<file path="config.mk">
export PLATFORM = sky130hd
export DESIGN_NAME = key_schedule_ctrl
export DESIGN_NICKNAME = d
export VERILOG_FILES = /design/src/rtl/key_schedule_ctrl.sv
export SDC_FILE = /design/constraint.sdc
export NUM_CORES = 1
export LEC_CHECK = 0
export ABC_AREA = 1
export CORE_MARGIN = 2
export CORE_UTILIZATION = 43
export CTS_CLUSTER_DIAMETER = 40
export DETAILED_ROUTE_END_ITERATION = 8
export GPL_ROUTABILITY_DRIVEN = 0
export PLACE_DENSITY_LB_ADDON = 0.25
export SLEW_MARGIN = 10
export SYNTH_ARGS = -nofsm -noshare
export SYNTH_HDL_FRONTEND = slang
export SYNTH_SLANG_ARGS = --single-unit
export TNS_END_PERCENT = 30
</file>
<file path="constraint.sdc">
create_clock -name clock -period 1.9 [get_ports clock]
set_input_delay 0.38 -clock clock [delete_from_list [all_inputs] [get_ports clock]]
set_output_delay 0.38 -clock clock [all_outputs]
set_load 0.02 [all_outputs]
</file>
<file path="src/rtl/key_schedule_ctrl.sv">
// key_schedule_ctrl: holds a DEPTH-entry key schedule loaded over a
// valid/ready config port and, once armed and started, drives one key
// slice per cycle in lock-step with a modulo-DEPTH phase counter.
module key_schedule_ctrl #(
  parameter int KEY_W  = 3,
  parameter int DEPTH  = 4,
  parameter int IDX_W  = 2,
  parameter int WRAP_W = 16
) (
  input  logic              clock,
  input  logic              reset_n,
  input  logic              cfg_valid,
  output logic              cfg_ready,
  input  logic [IDX_W-1:0]  cfg_idx,
  input  logic [KEY_W-1:0]  cfg_key,
  input  logic              cfg_commit,
  input  logic              start,
  input  logic              stop,
  input  logic              err_clr,
  output logic [KEY_W-1:0]  key_out,
  output logic              key_valid,
  output logic [IDX_W-1:0]  phase,
  output logic              armed,
  output logic              busy,
  output logic [WRAP_W-1:0] wraps,
  output logic              err
);

  typedef enum logic [1:0] {
    ST_LOAD  = 2'd0,
    ST_ARMED = 2'd1,
    ST_RUN   = 2'd2
  } state_t;

  state_t             state_q, state_d;
  logic [KEY_W-1:0]   table_q [DEPTH];
  logic [DEPTH-1:0]   mask_q;

  logic               cfg_ready_q, cfg_ready_d;
  logic [KEY_W-1:0]   key_out_q, key_out_d;
  logic               key_valid_q, key_valid_d;
  logic [IDX_W-1:0]   phase_q, phase_d;
  logic               armed_q, armed_d;
  logic               busy_q, busy_d;
  logic [WRAP_W-1:0]  wraps_q, wraps_d;
  logic               err_q, err_d;

  logic               wr_hs;
  logic [DEPTH-1:0]   wr_onehot;
  logic [DEPTH-1:0]   mask_after;
  logic [IDX_W-1:0]   phase_inc;
  logic               err_set;

  // A write is accepted only while cfg_ready is high, i.e. outside RUN.
  assign wr_hs      = cfg_valid & cfg_ready_q;
  assign wr_onehot  = wr_hs ? (DEPTH'(1) << cfg_idx) : '0;
  // Commit sees the mask including a write landing in the same cycle.
  assign mask_after = mask_q | wr_onehot;
  assign phase_inc  = phase_q + 1'b1;

  // Schedule table and written-mask, one register slice per entry.
  for (genvar gi = 0; gi < DEPTH; gi++) begin : g_entry
    // Capture the key slice and mark the entry written on a handshake.
    always_ff @(posedge clock) begin
      if (!reset_n) begin
        table_q[gi] <= '0;
        mask_q[gi]  <= 1'b0;
      end else if (wr_onehot[gi]) begin
        table_q[gi] <= cfg_key;
        mask_q[gi]  <= 1'b1;
      end
    end
  end

  // Next-state and next-output computation for the sequencing FSM.
  always_comb begin
    state_d     = state_q;
    key_out_d   = key_out_q;
    phase_d     = phase_q;
    wraps_d     = wraps_q;
    err_set     = 1'b0;

    unique case (state_q)
      ST_LOAD: begin
        if (start) err_set = 1'b1;
        if (cfg_commit) begin
          if (&mask_after) state_d = ST_ARMED;
          else             err_set = 1'b1;
        end
      end

      ST_ARMED: begin
        // A rewrite invalidates the armed schedule; it wins over start so
        // sequencing never begins with a half-updated table.
        if (wr_hs) begin
          state_d = ST_LOAD;
        end else if (start && !stop) begin
          state_d   = ST_RUN;
          phase_d   = '0;
          key_out_d = table_q[0];
          wraps_d   = '0;
        end
      end

      ST_RUN: begin
        if (cfg_valid) err_set = 1'b1;
        if (start && !stop) err_set = 1'b1;
        if (stop) begin
          state_d   = ST_ARMED;
          phase_d   = '0;
          key_out_d = '0;
        end else begin
          phase_d   = phase_inc;
          key_out_d = table_q[phase_inc];
          if (phase_q == IDX_W'(DEPTH - 1) && wraps_q != '1)
            wraps_d = wraps_q + 1'b1;
        end
      end

      default: begin
        state_d   = ST_LOAD;
        phase_d   = '0;
        key_out_d = '0;
      end
    endcase

    // Status outputs are registered copies of the next state.
    cfg_ready_d = (state_d != ST_RUN);
    armed_d     = (state_d == ST_ARMED);
    busy_d      = (state_d == ST_RUN);
    key_valid_d = (state_d == ST_RUN);
    // A set event in the same cycle as a clear keeps the flag raised.
    err_d       = err_set ? 1'b1 : (err_clr ? 1'b0 : err_q);
  end

  // State and registered outputs; reset forces LOAD from any state.
  always_ff @(posedge clock) begin
    if (!reset_n) begin
      state_q     <= ST_LOAD;
      cfg_ready_q <= 1'b1;
      key_out_q   <= '0;
      key_valid_q <= 1'b0;
      phase_q     <= '0;
      armed_q     <= 1'b0;
      busy_q      <= 1'b0;
      wraps_q     <= '0;
      err_q       <= 1'b0;
    end else begin
      state_q     <= state_d;
      cfg_ready_q <= cfg_ready_d;
      key_out_q   <= key_out_d;
      key_valid_q <= key_valid_d;
      phase_q     <= phase_d;
      armed_q     <= armed_d;
      busy_q      <= busy_d;
      wraps_q     <= wraps_d;
      err_q       <= err_d;
    end
  end

  assign cfg_ready = cfg_ready_q;
  assign key_out   = key_out_q;
  assign key_valid = key_valid_q;
  assign phase     = phase_q;
  assign armed     = armed_q;
  assign busy      = busy_q;
  assign wraps     = wraps_q;
  assign err       = err_q;

endmodule

</file>
==> flow_metrics.env, run 1 <==
export IMPL_cts_tree="built"
export IMPL_antenna_found_initial=0
export IMPL_synth_area_mux_share=0
export IMPL_async_flop_share=0
export IMPL_die_y_um=78.6
export IMPL_min_path_type="flop to flop"
export IMPL_die_area_um2=6170
export IMPL_post_route_util=0.559
export IMPL_wl_per_cell_um=12.2
export IMPL_track_usage=0.197
export IMPL_grt_overflow=0
export IMPL_root_buffer="clkbuf_8"
export IMPL_synth_edf_count=12
export IMPL_syn_nets=347
export IMPL_clkSinkCount=43
export IMPL_yosysWarnings=0
export IMPL_synth_seq_area_share=0.410
export IMPL_synth_top_area_share=0.260
export IMPL_boundaryPins=38
export IMPL_synth_top_family_by_area="simple AND/OR/NAND/NOR gates"
export IMPL_synth_cells=329
export IMPL_gr_usage_met2=0.320
export IMPL_status="complete, no violations"
export IMPL_port_buffers=37
export IMPL_routed_via_count=2294
export IMPL_holdWs_ns=0.458
export IMPL_dr_pass1_iters=4
export IMPL_fin_area_um2=3040
export IMPL_ir_drop_mv=0.333
export IMPL_hold_viol=0
export IMPL_p_comb_frac=0.070
export IMPL_cts_max_path_buffers=2
export IMPL_netlist_area_um2=2390
export IMPL_p_int_mw=1.26
export IMPL_numCtsBuffers=5
export IMPL_post_route_period_util=0.950
export IMPL_cap_violations=0
export IMPL_yosys_area_share_adder=0.0314
export IMPL_die_w_um=78.6
export IMPL_grt_pass1_wl_um=9720
export IMPL_dp_slack_ns=-0.109
export IMPL_pwr_share_clk=0.336
export IMPL_clock_latency_ns=0.29
export IMPL_yosys_register_bits=43
export IMPL_syn_avg_cell_area_um2=7.27
export IMPL_stdcell_count=459
export IMPL_post_cts_buffers=0
export IMPL_synth_flop_cell="dfxtp_1"
export IMPL_power_density_nw_per_um2=533
export IMPL_clk_pin_slew_ns=0.08
export IMPL_p_leak_nw=1.14
export IMPL_drc=0
export IMPL_power_switching_mw=0.361
export IMPL_initial_core_util=0.440
export IMPL_placed_area_um2=2960
export IMPL_synth_compound_gate_area_share=0.133
export IMPL_ctsHoldBuffers=0
export IMPL_switching_share=0.223
export IMPL_cp_start_kind="flop"
export IMPL_row_count=27
export IMPL_antenna_cells=0
export IMPL_area_growth_pct=27.3
export IMPL_hpwl_um=4330
export IMPL_critPathRequiredTime_ns=1.52
export IMPL_cts_htree_levels=2
export IMPL_final_setup_tns_ns=0
export IMPL_crit_path_end_kind="output pin"
export IMPL_top_usage_layer="met2"
export IMPL_globalRouteMet1Util=0.269
export IMPL_grt_max_degree=19
export IMPL_timing_fmax_mhz=554
export IMPL_dp_cells=452
export IMPL_critPathArrivalTime_ns=1.42
export IMPL_synthTopCellsByArea="dfxtp_1 (26%), edfxtp_1 (15%), nand2_1 (12%)"
export IMPL_slew_headroom=0.747
export IMPL_tightest_slew_ns=0.378
export IMPL_setup_ws_ns=0.0954
export IMPL_p_seq_frac=0.593
export IMPL_skew_ns=0.00288
export IMPL_drt_total_wl_um=5600
export IMPL_synthSimpleGateAreaFrac=0.313
export IMPL_worstSetupPathType="flop to output pin"
export IMPL_drt_iter0_drc=107
export IMPL_grt_pass1_vias=2221
export IMPL_setup_viol_count_final=0
export IMPL_ys_types=30
export IMPL_yosysTopAreaCell="dfxtp_1"
export IMPL_core_area_um2=5440
export IMPL_finalMaxSlewViolations=0
export IMPL_crit_fanout=6
export IMPL_fin_crit_ns=1.80
export IMPL_power_mw=1.62
export IMPL_ant_nets=0
export IMPL_vias_per_cell=5.00
export IMPL_drive_gt1_frac=0.124
export IMPL_synth_xor_area_frac=0.0366
export IMPL_rsz0062_at_grt="no"
export IMPL_fin_nets=405
export IMPL_gr_usage_met3=0.0287
## area by class of cell
| class | instances | area, µm² |
|---|---|---|
| Multi-Input combinational cell | 244 | 1240 |
| Timing Repair Buffer | 58 | 528 |
| Fill cell | 536 | 2400 |
| Sequential cell | 43 | 981 |
| Clock buffer | 7 | 76.3 |
| Inverter | 35 | 131 |
| Tap cell | 72 | 90.1 |
## power by group through the flow
stage          Clock [mW]  Combinational (mW)  Sequential [mW]
2_1_floorplan           0              0.0523            0.985
3_3_place_gp            0               0.112            0.984
3_5_place_dp            0               0.114            0.984
4_1_cts             0.554               0.114            0.963
5_1_grt             0.592               0.127            0.965
6_report            0.546               0.114            0.963
## flip-flops by register name, summed over array words and instances (netlist names)
name	flops
armed	1
cfg_ready	1
busy	1
state_q	2
wraps	16
table_q	12
key_out	3
err	1
mask_q	4
phase	2
## worst max-delay path: stages, from the launching register on
cell and delay [ns]:
dfxtp_1 0.36, buf_4 0.17, clkdlybuf4s50_1 0.61
## logic make-up after synthesis
family	count (synthesis)
fa+ha+maj	6
simple gates	173
compound gates	55
buf+inv	42
flops	43
xor+xnor	10
## cells in the final DEF (no fill, tap or decap), drive strengths merged
cell,netlist,routed
nor3,1,1
clkbuf,3,7
o22ai,1,1
xor2,9,9
nand4,4,4
dfxtp,31,31
xnor2,1,1
nor3b,2,2
a21oi,32,32
edfxtp,12,12
clkdlybuf4s50,0,37
nor2,57,57
buf,4,21
nand2,87,87
nand3b,1,1
o21ai,18,18
inv,35,35
a31oi,1,1
o21bai,1,1
nand3,21,21
ha,6,6
a211oi,2,2
## timing repair
| action | in CTS | in global routing |
|---|---|---|
| endpoints found under the hold margin | 0 | 0 |
| endpoints found under the setup margin | 0 | 1 |
| resized for setup | 0 | 1 |
## metal layers
metal | up-vias | wire, µm | share of wire
met5 | - | 0 | 0
met4 | 0 | 72 | 0.013
met3 | 7 | 268 | 0.048
met2 | 61 | 2480 | 0.44
met1 | 1041 | 2770 | 0.50
li1 | 1185 | - | -
## worst paths after layout
check | start | to | slack, ns | depth (start not counted)
worst min-delay path | mask_q[1] | mask_q[1] | 0.46 | 2
worst min register to register | mask_q[1] | mask_q[1] | 0.46 | 2
worst max register to register | wraps[0] | wraps[9] | 0.23 | 9
worst max-delay path | wraps[0] | wraps[0] | 0.1 | 2
## synth_stat cells, drive strengths merged, types with 3 or more instances
| master | number |
|---|---|
| clkbuf | 3 |
| o21ai | 18 |
| nand4 | 4 |
| buf | 4 |
| nor2 | 57 |
| nand2 | 87 |
| xor2 | 9 |
| a21oi | 32 |
| inv | 35 |
| dfxtp | 31 |
| edfxtp | 12 |
| nand3 | 21 |
| ha | 6 |
(Power assumes the default switching activity.)
==> run 2: changes to the inputs <==
CORE_UTILIZATION = 53   (was 43)
SKIP_CTS_REPAIR_TIMING = 1   (was default)
==> run 2 against run 1 <==
Cell count decreased by 4.6%; critical path depth unchanged; routed wire length decreased by 0.45%; highest routed layer unchanged; maximum frequency decreased by 0.42%; sequential cell count unchanged; worst hold slack improved by 0.0036 ns; non-clock buffer count decreased by 2; utilization increased by 14 points; clock skew increased by 0.0079 ns; combinational power about the same; register-to-register slack got worse by 0.06 ns.
==> flow_metrics.env, run 2 (synthesis results as in run 1) <==
export IMPL_status="complete, no violations"
export IMPL_cp_start_kind="flop"
export IMPL_drt_total_wl_um=5570
export IMPL_vias_per_cell=5.24
export IMPL_antenna_cells=0
export IMPL_drt_iter0_drc=142
export IMPL_p_leak_nw=1.15
export IMPL_layout_common_cells="nand2_1 (79), nor2_1 (55), clkdlybuf4s50_1 (37)"
export IMPL_layout_commonest_cell="nand2_1"
export IMPL_wl_per_cell_um=12.7
export IMPL_wl_met2_um=2480
export IMPL_die_area_um2=5060
export IMPL_hpwl_um=4180
export IMPL_critPathRequiredTime_ns=1.52
export IMPL_cts_tree="built"
export IMPL_slew_headroom=0.744
export IMPL_skew_ns=0.0108
export IMPL_routed_via_count=2296
export IMPL_hold_viol=0
export IMPL_top_layer="met4"
export IMPL_initial_core_util=0.549
export IMPL_port_buffers=37
export IMPL_wl_met3_um=404
export IMPL_area_growth_pct=27.2
export IMPL_timing_fmax_mhz=552
export IMPL_grt_pass1_vias=2106
export IMPL_rsz0062_at_grt="no"
export IMPL_boundaryPins=38
export IMPL_antenna_found_initial=0
export IMPL_die_w_um=71.2
export IMPL_grt_overflow=0
export IMPL_grt_pass1_wl_um=9420
export IMPL_largest_reg_flops=16
export IMPL_cts_htree_levels=2
export IMPL_worstPathBufferInverterCount=2
export IMPL_clk_pin_slew_ns=0.08
export IMPL_cpPeakStageDelay_ns=0.61
export IMPL_ir_drop_mv=0.550
export IMPL_clock_latency_ns=0.30
export IMPL_crit_fanout=6
export IMPL_tightest_slew_ns=0.383
export IMPL_root_buffer="clkbuf_8"
export IMPL_fin_nets=403
export IMPL_fill_cells=376
export IMPL_drive_gt1_frac=0.127
export IMPL_path_cells="buf_4, clkdlybuf4s50_1"
export IMPL_cap_violations=0
export IMPL_stdcell_count=438
export IMPL_post_route_period_util=0.954
export IMPL_wl_met1_um=2590
export IMPL_post_route_util=0.698
export IMPL_dp_cells=430
export IMPL_grt_max_degree=15
export IMPL_die_y_um=71.2
export IMPL_ant_nets=0
export IMPL_core_area_um2=4350
export IMPL_finalMaxSlewViolations=0
export IMPL_critPathArrivalTime_ns=1.43
export IMPL_numCtsBuffers=5
export IMPL_crit_slowest_cell="clkdlybuf4s50_1"
export IMPL_min_path_type="flop to flop"
export IMPL_row_count=24
export IMPL_worstSetupPathType="flop to output pin"
export IMPL_cts_max_path_buffers=2
export IMPL_reg2reg_slack_ns=0.17
export IMPL_drc=0
export IMPL_fin_crit_ns=1.81
export IMPL_setup_viol_count_final=0
export IMPL_crit_path_end_kind="output pin"
export IMPL_clkSinkCount=43
export IMPL_track_usage=0.233
export IMPL_dr_pass1_iters=4
export IMPL_power_density_nw_per_um2=569
export IMPL_crit_family="buffers and inverters"
[run 2: cell count changes in the layout (fill, tap and decap cells not counted), sizes merged]
cell    delta
buf        -2
clkbuf     +1
[run 2: stage by stage]
| stage | instance area, µm² | worst slack [ns] | hold WS (ns) | setup TNS, ns | total power, mW |
|---|---|---|---|---|---|
| 3_5_place_dp | 2930 | -0.0868 | 0.454 | -0.442 | 1.10 |
| 5_1_grt | 3040 | 0.0328 | 0.483 | 0 | 1.79 |
| 6_report | 3040 | 0.0879 | 0.461 | 0 | 1.73 |
| 3_3_place_gp | 2930 | -0.0475 | 0.449 | -0.115 | 1.10 |
| 2_1_floorplan | 2390 | 0.127 | 0.436 | 0 | 1.04 |
| 4_1_cts | 3040 | 0.0542 | 0.466 | 0 | 1.74 |
[run 2: path summary, 6_finish.rpt]
check / from / endpoint / cells past startpoint
worst max register to register: wraps[0] / wraps[10] / 9
worst max-delay path: wraps[0] / wraps[0] / 2
worst min register to register: key_out[1] / key_out[1] / 2
worst min-delay path: key_out[1] / key_out[1] / 2
[run 2: report_power, final]
group / total, mW / internal [mW] / switching, mW
clock network: 0.652 / 0.341 / 0.311
logic: 0.116 / 0.0517 / 0.0639
registers: 0.963 / 0.958 / 0.00505
[run 2: metal layers]
layer	global-route usage	vias to the layer above
met5	0	-
met4	0.0818	0
met3	0.0527	14
met2	0.353	89
met1	0.328	1019
li1	-	1174
[run 2: area by class of cell]
cell class                      instances  area, µm²  area share
Inverter                               35        131      0.0432
Tap cell                               52       65.1      0.0214
Timing Repair Buffer                   56        526       0.173
Sequential cell                        43        982       0.323
Multi-Input combinational cell        244       1230       0.406
Clock buffer                            8        101      0.0333
[run 2: worst reg2reg max path: stages, from the launching register on]
cell and delay (ns):
dfxtp_1 0.37, ha_1 0.26, nand3_2 0.13, nor2_2 0.21, nand4_2 0.11, nand3_2 0.12, nand2_4 0.06, nand2_4 0.17
nand2_1 0.08, a21oi_1 0.14
